**src/rtl/iomem_bus_ctrl.sv**
```systemverilog
// iomem_bus_ctrl: decodes the BASE window of the PicoSoC iomem port onto NSLAVES slave slots.
// Latency: 2 cycles minimum for a mapped access, 1 cycle for an unmapped one, TIMEOUT+1 for a hung slave.
// Backpressure: one transaction at a time; s_valid is held until the slave handshakes or the timeout expires.
module iomem_bus_ctrl #(
  parameter int          NSLAVES  = 4,
  parameter logic [7:0]  BASE     = 8'h03,
  parameter int          TIMEOUT  = 255,
  parameter logic [31:0] ERR_DATA = 32'hDEAD_BEEF
) (
  input  logic                    clk,
  input  logic                    reset,
  input  logic                    iomem_valid,
  output logic                    iomem_ready,
  input  logic [3:0]              iomem_wstrb,
  input  logic [31:0]             iomem_addr,
  input  logic [31:0]             iomem_wdata,
  output logic [31:0]             iomem_rdata,
  output logic [NSLAVES-1:0]      s_valid,
  input  logic [NSLAVES-1:0]      s_ready,
  output logic [3:0]              s_wstrb,
  output logic [31:0]             s_addr,
  output logic [31:0]             s_wdata,
  input  logic [32*NSLAVES-1:0]   s_rdata,
  output logic                    bus_err,
  output logic [15:0]             err_count,
  output logic [31:0]             err_addr
);

  // Counter only needs to reach TIMEOUT-1; it fires on the cycle it would reach TIMEOUT.
  localparam int CW = (TIMEOUT > 1) ? $clog2(TIMEOUT + 1) : 1;
  localparam logic [CW-1:0] TO_LAST = (TIMEOUT > 0) ? CW'(TIMEOUT - 1) : '0;

  typedef enum logic [1:0] {IDLE, ACCESS, RESP} state_t;

  state_t              state;
  logic [7:0]          slot;
  logic [CW-1:0]       tcnt;
  logic                sel_ready;
  logic [31:0]         sel_rdata;
  logic [NSLAVES-1:0]  onehot_in;
  logic                accept;
  logic                mapped_in;

  // Incoming request is ours only when the top byte matches and it is not the one just answered.
  assign accept    = iomem_valid && !iomem_ready && (iomem_addr[31:24] == BASE);
  assign mapped_in = ({24'd0, iomem_addr[23:16]} < 32'(NSLAVES));

  // Pick the handshake and read data of the latched slot; other slots are ignored.
  always_comb begin
    sel_ready = 1'b0;
    sel_rdata = '0;
    for (int k = 0; k < NSLAVES; k++) begin
      if (slot == 8'(k)) begin
        sel_ready = s_ready[k];
        sel_rdata = s_rdata[32*k +: 32];
      end
    end
  end

  // One-hot request vector for the slot addressed by the incoming request.
  always_comb begin
    onehot_in = '0;
    for (int k = 0; k < NSLAVES; k++) begin
      onehot_in[k] = (iomem_addr[23:16] == 8'(k));
    end
  end

  function automatic logic [15:0] sat_inc(input logic [15:0] v);
    return (v == 16'hFFFF) ? v : v + 16'd1;
  endfunction

  // Sequencer: IDLE accepts, ACCESS waits for the slave or the timeout, RESP answers the SoC once.
  always_ff @(posedge clk) begin
    if (reset) begin
      state       <= IDLE;
      slot        <= '0;
      tcnt        <= '0;
      iomem_ready <= 1'b0;
      iomem_rdata <= '0;
      s_valid     <= '0;
      s_wstrb     <= '0;
      s_addr      <= '0;
      s_wdata     <= '0;
      bus_err     <= 1'b0;
      err_count   <= '0;
      err_addr    <= '0;
    end else begin
      iomem_ready <= 1'b0;
      bus_err     <= 1'b0;
      case (state)
        IDLE: begin
          if (accept) begin
            s_addr  <= iomem_addr;
            s_wstrb <= iomem_wstrb;
            s_wdata <= iomem_wdata;
            slot    <= iomem_addr[23:16];
            if (mapped_in) begin
              s_valid <= onehot_in;
              tcnt    <= '0;
              state   <= ACCESS;
            end else begin
              iomem_rdata <= ERR_DATA;
              iomem_ready <= 1'b1;
              bus_err     <= 1'b1;
              err_count   <= sat_inc(err_count);
              err_addr    <= iomem_addr;
              state       <= RESP;
            end
          end
        end
        ACCESS: begin
          // A handshake in the expiry cycle still completes normally.
          if (sel_ready) begin
            iomem_rdata <= sel_rdata;
            iomem_ready <= 1'b1;
            s_valid     <= '0;
            state       <= RESP;
          end else if ((TIMEOUT != 0) && (tcnt == TO_LAST)) begin
            iomem_rdata <= ERR_DATA;
            iomem_ready <= 1'b1;
            bus_err     <= 1'b1;
            err_count   <= sat_inc(err_count);
            err_addr    <= s_addr;
            s_valid     <= '0;
            state       <= RESP;
          end else begin
            tcnt <= tcnt + 1'b1;
          end
        end
        RESP: begin
          state <= IDLE;
        end
        default: begin
          state   <= IDLE;
          s_valid <= '0;
        end
      endcase
    end
  end

endmodule
```
**config.mk**
```make
export PLATFORM = sky130hd
export DESIGN_NAME = iomem_bus_ctrl
export DESIGN_NICKNAME = d
export VERILOG_FILES = /design/src/rtl/iomem_bus_ctrl.sv
export SDC_FILE = /design/constraint.sdc
export NUM_CORES = 1
export LEC_CHECK = 0
export ABC_AREA = 1
export CAP_MARGIN = 20
export CORE_AREA = 2 2 138 140
export CTS_CLUSTER_SIZE = 8
export DETAILED_ROUTE_END_ITERATION = 7
export DIE_AREA = 0 0 140 142
export MAX_ROUTING_LAYER = met4
export PLACE_DENSITY = 0.81
export RECOVER_POWER = 50
export REMOVE_ABC_BUFFERS = 1
export SETUP_SLACK_MARGIN = 0.1
export SLEW_MARGIN = 40
export SYNTH_ARGS = -nofsm -noshare
export SYNTH_HDL_FRONTEND = slang
export SYNTH_SLANG_ARGS = --single-unit
```
**constraint.sdc**
```tcl
create_clock -name clk -period 3.2 [get_ports clk]
set_clock_uncertainty 0.15 [all_clocks]
set_input_delay 0.8 -clock clk [delete_from_list [all_inputs] [get_ports clk]]
set_output_delay 0.8 -clock clk [all_outputs]
set_load 0.02 [all_outputs]
```
After elaboration in Yosys (flattened, before gate mapping)
Cells that the tools add are included.

$add $sub $neg: 2. Order comparisons: 1. Equal/unequal tests: 18. Multiplexer cells: 46. Bitwise logic cells: 1. Reductions and logical operators: 13.

Operator list (count): $mux W32 (12); $pmux W32 S2 (2); $mux W16 (5); $eq A8 B2 Y1 const B (5); $mux W8 (4); $pmux W16 S2 (1); $add A16 B1 Y16 const B (1); $eq A16 B16 Y1 const B (1); $eq A8 B1 Y1 const B (2); $logic_not A8 Y1 (2); $mux W4 (4); $pmux W8 S2 (1); $ne A2 B2 Y1 const B (6); $pmux W4 S3 (1); $reduce_and A5 Y1 (2); $mux W1 (9); $add A8 B1 Y8 const B (1); $eq A8 B8 Y1 const B (1); $lt A8 B3 Y1 const B (1); $mux W2 (4); $reduce_and A4 Y1 (2); $pmux W1 S2 (2); $pmux W2 S2 (1); $reduce_and A2 Y1 (2); other kinds (8) (9).

Bits in registers: 172. Bits of input ports: 203. Output and inout bits: 154. Word-level logic and storage cells: 93.

Depth between registers and ports, before layout
Gate-level depths: netlist of run 1.

Word-level depth: 7. Mapped depth: 12. Depth with buffers taken out: 11.

Worst setup path before layout of run 1
No wires, ideal clock.

Kind: in2reg. Start point: input port iomem_addr[30]. End point: register s_addr[26]. Setup time: 111 ps. Arrival: 1899 ps. Data required time: 2939 ps. Slack: 1041 ps. Stages: 10. Path buffers: 2. Path through: inv_1 > nand2_1 > nor2_1 > nand3_1 > nor3_2 > inv_2 > clkbuf_1 > clkbuf_1 > nand3_1 > inv_1.

Cells in the longest elaborated chain, start to end: 3.

Ends and longest elaborated chain: from (decl) (RTL line 15) `input logic [31:0] iomem_addr,`; $eq A8 B2 Y1 (RTL line 45) `assign accept = iomem_valid && !iomem_ready && (iomem_addr[31:24] == BASE);`; $logic_and A1 B1 Y1 (RTL line 45); $reduce_and A2 Y1 (no line); to (signal assigned) (RTL line 93) `s_addr <= iomem_addr;`; to (decl) (RTL line 21) `output logic [31:0] s_addr,`.

Every way passes these cells. A chain may end at the register's enable or synchronous reset.

Worst setup path after layout of run 1
Start point: input port iomem_addr[24]. End point: register err_addr[5].

Cells in the longest elaborated chain, start to end: 4.

Ends and longest elaborated chain: $eq A8 B2 Y1 (RTL line 45); $logic_and A1 B1 Y1 (RTL line 45); $ne A2 B2 Y1 (no line); $reduce_and A5 Y1 (no line); to (signal assigned) (RTL line 106) `err_addr <= iomem_addr;`; to (signal assigned) (RTL line 123) `err_addr <= s_addr;`; to (decl) (RTL line 26) `output logic [31:0] err_addr`.

Every way passes these cells.

==> results of run 1 <==
## synth_stat cells (all sizes together)
library cell / count
nand2: 224
o211ai: 7
or2: 1
nand4: 22
and3: 1
buf: 17
a21oi: 92
inv: 64
nor3: 15
ha: 3
xnor2: 6
dfxtp: 164
nor2: 154
nor3b: 1
nand3: 129
o21ai: 120
a211oi: 12
clkbuf: 56
xor2: 12
## final cells by class
type	instances	area (um2)	area share, %
timing repair buffer	375	3700	31.0
clock buffer	19	443	3.71
inverter	64	240	2.01
sequential	164	3280	27.5
tap	234	293	2.45
clock inverter	13	164	1.37
antenna	4	10.0	0.0837
multi-input combinational	799	3810	31.9
## state kept, by name, summed over array words and instances (netlist names), 4 cells and up
| register | flops |
|---|---|
| iomem_rdata | 32 |
| s_addr | 32 |
| err_addr | 32 |
| err_count | 16 |
| s_wstrb | 4 |
| tcnt | 8 |
| s_valid | 4 |
| s_wdata | 32 |
## power by group through the flow
stage          clock [uW]  sequential (uW)  combinational [uW]
3_5_place_dp            0             2090                 380
2_1_floorplan           0             2100                75.1
3_3_place_gp            0             2090                 379
4_1_cts              2130             2040                 382
6_report             2100             2040                 380
5_1_grt              2230             2040                 412
## routing by layer
metal	routed length, um	vias to the layer above
li1	-	4299
met5	0	-
met1	10500	3950
met3	1970	54
met4	765	0
met2	13000	324
## critical path, stage by stage
cell and delay, ps:
dlygate4sd3_1 600, nand2_1 70, nor2_1 100, nand3_1 140, nor2_1 130, nand2_1 110
nand2_2 270, clkbuf_2 500, nand2_1 110, a21oi_1 170
## stage by stage
step	TNS (ps)	cell area (um2)
final	0	12000
after global placement	0	11400
after CTS	0	12000
after global routing	0	12000
after floorplan	-7860	7330
after detailed placement	0	11400
## path summary, 6_finish.rpt
kind / cells past startpoint / end / slack [ps]
worst max-delay path: 10 / err_addr[5]$_SDFFE_PP0P_ / 390
worst min-delay path: 2 / s_addr[8]$_SDFFE_PP0P_ / 310
worst max register to register: 11 / iomem_rdata[16]$_SDFFE_PP0P_ / 460
worst min register to register: 2 / s_addr[8]$_SDFFE_PP0P_ / 310
## cells by family (layout without fill, tap and decap cells)
| family | count (synthesis) | after routing | share of synthesized area (%) |
|---|---|---|---|
| adder cells (fa/ha/maj) | 3 | 3 | 0.491 |
| flip-flops | 164 | 164 | 43.0 |
| other | 0 | 4 | 0 |
| AO/OA/AOI/OAI | 231 | 231 | 15.8 |
| AND/OR/NAND/NOR | 547 | 547 | 31.5 |
| buffers and inverters | 137 | 471 | 7.24 |
| XOR/XNOR | 18 | 18 | 2.06 |
## layout by cell type (no fill, tap or decap), types with 3 or more instances in the layout
master,count
inv_1,57
diode_2,4
nand4_1,22
o211ai_1,7
xor2_1,12
nor3_1,9
inv_2,7
nor2_1,150
a211oi_1,12
a21oi_1,92
dlygate4sd3_1,140
clkbuf_16,17
ha_1,3
nand2_1,218
o21ai_0,109
nor3_2,4
inv_6,5
nand3_1,126
nand2_2,4
dfxtp_1,164
buf_4,15
o21ai_1,10
clkdlybuf4s50_1,215
xnor2_1,6
nor2_4,3
==> results_dict.tcl, run 1 <==
set metrics [dict create \
    status "complete, but fails checks" \
    violations "DRC" \
    synth_top_area_cell "dfxtp_1" \
    grt_overflow_total 0 \
    drc 19 \
    cp_data_required_time_ps 3390 \
    drtIter0Drc 436 \
    first_pass_iters 8 \
    fmax_mhz 356 \
    ys_ff_latch 164 \
    seq_area_frac_synth_pct 43.0 \
    synth_area_um2 7640 \
    pwr-share-comb_pct 8.4 \
    worst_pin_slew_ps 785 \
    crit_path_max_fanout 23 \
    p_sw_uw 1030 \
    cap_violations 0 \
    hold_start "s_addr[8]$_SDFFE_PP0P_" \
    ioPinCount 357 \
    final_cells 1672 \
    gr-usage-met1_pct 31.3 \
    crit_path_start_kind "input pin" \
    cts_tree "yes" \
    place_inst 1636 \
    numCtsBuffers 17 \
    hold_path_class "reg -> reg" \
    fin_crit_sh_pct 87.8 \
    netlist-cell-type-count 32 \
    cts-resized-gates 0 \
    grt_setup_unrepaired "false" \
    antenna_found_initial 4 \
    worst_slack_ps 390 \
    placementRows 50 \
    yosysWarnings 0 \
    clk_pin_slew_ps 70 \
    numPortBuffers 356 \
    ant_nets 0 \
    whs_ps 315 \
    track_usage_pct 26.8 \
    power.share.switching_pct 22.7 \
    die_h_um 142 \
    dieArea_um2 19900 \
    via_per_inst 5.16 \
    syn2layout_area_growth_pct 56.4 \
    fill_cells 1604 \
    worstReg2RegStart "s_addr[20]$_SDFFE_PP0P_" \
    p_per_area_nw_per_um2 378 \
    grtUsageMet2_pct 45.1 \
    cts.sinks 164 \
    synth.avg_cell_area_um2 6.95 \
    crit_path_end_kind "flip-flop" \
    setup_violations 0 \
    hold_buffers 0 \
    arrival_ps 3000 \
    worstSetupPathType "in -> reg" \
    top_usage_layer "met2" \
    cts_max_level 4 \
    p_clk_share_pct 46.4 \
    postSynthCellCount 1100 \
    seq_power_share_pct 45.2 \
    clk_path_buf_depth 2 \
    die_w_um 140 \
    synth_area_leaders "dfxtp_1, nand2_1, nand3_1" \
    max-slew-margin-rel_pct 47.7 \
    grt_start_max_net_pins 94 \
    first_global_vias 8170 \
    drive_gt1_share_pct 5.44 \
    post_cts_buffers 0 \
    clock_latency_ps 420 \
    wl_um 26300 \
    grt.met3_usage_pct 6.70 \
    leakage_uw 0.00498 \
    vias 8627 \
    crit_start "iomem_addr[24]" \
    start_util_pct 41.4 \
    min_period_ps 2810 \
    yosys.area.top_type_share_pct 43.0 \
    core_um2 18500 \
    max-vdd-ir-drop_mv 0.338 \
    grt_pass1_wl_um 41600 \
    post-place-ws_ps 158 \
    dp.final_hpwl_um 18800 \
    fin_util_pct 64.8 \
    slew_viol_final 0 \
    internal_power_uw 3490 \
    gp_congestion 0.856 \
    wire_per_inst_um 15.7 \
    cts_root_buf "clkbuf_16" \
    finalHoldViolCount 0 \
    final_nets 1627 \
    power.total_uw 4520 \
]
(Power assumes the default switching activity.)
==> inputs of run 2 (changes only) <==
- MAX_ROUTING_LAYER: met4 -> default
==> run 2 against run 1 <==
- the flow still finishes with violations (DRC)
- clock power barely moved
- routed wire length barely moved
- highest routed layer is now met5
- hold slack improved by 0.99 ps
- global-route usage fell by 0.81 points
- sequential cell count did not move
- sequential power barely moved
- sequential share of layout area barely moved
- final area barely moved
- critical endpoint is now err_addr[22]$_SDFFE_PP0P_
- largest power group unchanged
- clock-buffer cell count did not move
- utilization barely moved
- combinational power barely moved
==> results_dict.tcl, run 2 (synthesis gave the netlist of run 1 again) <==
set metrics [dict create \
    core_um2 18500 \
    final_nets 1627 \
    fin_crit_sh_pct 87.2 \
    cts_tree "yes" \
    p_per_area_nw_per_um2 378 \
    vias 8645 \
    dieArea_um2 19900 \
    syn2layout_area_growth_pct 56.3 \
    dp.final_hpwl_um 18800 \
    ioPinCount 357 \
    place_inst 1636 \
    drc 19 \
    die_h_um 142 \
    wire_per_inst_um 15.7 \
    cpLargestDelayFamily "buffers and inverters" \
    setup_violations 0 \
    antenna_found_initial 4 \
    whs_ps 316 \
    track_usage_pct 26.0 \
    fill_cells 1607 \
    final_cells 1669 \
    seqCellArea_um2 3280 \
    cap_violations 0 \
    worst-r2r-setup-slack_ps 470 \
    crit_path_max_fanout 23 \
    leakage_uw 0.00498 \
    cpMaxStageDelayCell "dlygate4sd3_1" \
    crit_buf_inv 2 \
    stdcell_area_um2 11900 \
    worstSetupPathType "in -> reg" \
    die_w_um 140 \
    max-vdd-ir-drop_mv 0.337 \
    clk_path_buf_depth 2 \
    cp_data_required_time_ps 3390 \
    min_period_ps 2790 \
    drtIter0Drc 463 \
    grt_setup_unrepaired "false" \
    worst_pin_slew_ps 784 \
    wl_um 26300 \
    final_cell_mix "nand2_1, clkdlybuf4s50_1, dfxtp_1, nor2_1, dlygate4sd3_1" \
    drive_gt1_share_pct 5.44 \
    hold_buffers 0 \
    post_cts_buffers 0 \
    grt_start_max_net_pins 94 \
    arrival_ps 2980 \
    clk_pin_slew_ps 60 \
    first_global_vias 8175 \
    placementRows 50 \
    numPortBuffers 356 \
    gp_congestion 0.842 \
    worst_path_most_repeated_cell "nand2_1" \
    cts_max_level 4 \
    cp_cell_sequence "dlygate4sd3_1 > nand2_1 > nor2_1 > nand3_1 > nor2_1 > nand2_1 > nand2_2 > clkbuf_2 > nand2_1 > a21oi_1" \
    grt_overflow_total 0 \
    max-slew-margin-rel_pct 47.7 \
    placed_area_um2 11400 \
    power.total_uw 4520 \
    cts_root_buf "clkbuf_16" \
    numCtsBuffers 17 \
    slew_viol_final 0 \
    violations "DRC" \
    via_per_inst 5.18 \
    start_util_pct 41.4 \
    fmax_mhz 358 \
    grt_pass1_wl_um 41600 \
    cts-resized-gates 0 \
    crit_path_end_kind "flip-flop" \
    crit_path_start_kind "input pin" \
    cts.sinks 164 \
    status "complete, but fails checks" \
    hold_path_class "reg -> reg" \
    multi_input_area_um2 3810 \
    first_pass_iters 8 \
    clock_latency_ps 420 \
    mostFrequentLayoutCell "nand2_1" \
    ant_nets 0 \
    cpPeakStageDelay_ps 600 \
    finalHoldViolCount 0 \
]
## run 2: area by class of cell
| cell class | count | area share [%] |
|---|---|---|
| clock inverter | 13 | 1.37 |
| multi-input combinational | 799 | 31.9 |
| sequential | 164 | 27.5 |
| timing repair buffer | 375 | 31.0 |
| clock buffer | 19 | 3.71 |
| antenna | 1 | 0.0209 |
| inverter | 64 | 2.01 |
| tap | 234 | 2.45 |
## run 2: layer usage
| layer | GRT usage, % | wire length [um] | vias up |
|---|---|---|---|
| li1 | - | - | 4293 |
| met3 | 7.44 | 1990 | 53 |
| met2 | 45.0 | 13000 | 319 |
| met4 | 9.46 | 768 | 4 |
| met5 | 0 | 27 | - |
| met1 | 30.8 | 10500 | 3976 |
## run 2: final timing paths
path,start,endpoint,cells after the start
max reg2reg,s_addr[20]$_SDFFE_PP0P_,iomem_rdata[16]$_SDFFE_PP0P_,11
min,s_addr[9]$_SDFFE_PP0P_,s_addr[9]$_SDFFE_PP0P_,2
max,iomem_addr[24],err_addr[22]$_SDFFE_PP0P_,10
min reg2reg,s_addr[9]$_SDFFE_PP0P_,s_addr[9]$_SDFFE_PP0P_,2
## run 2: power by group
group	total [uW]	switching [uW]	internal (uW)
logic	380	127	253
clock network	2100	897	1200
registers	2040	1.65	2040
## run 2: tightest hold or removal path, cell delays in order, from the launching register on
cell and delay [ps]:
dfxtp_1 310, inv_1 60, a21oi_1 50
## run 2: per-stage QoR
stage / TNS, ps / worst slack [ps] / utilization (%)
floorplan: -7860 / -212 / -
global placement: 0 / 180 / 61.6
detailed placement: 0 / 158 / 61.6
CTS: 0 / 600 / 64.9
global route: 0 / 236 / 64.7
finish: 0 / 410 / 64.7
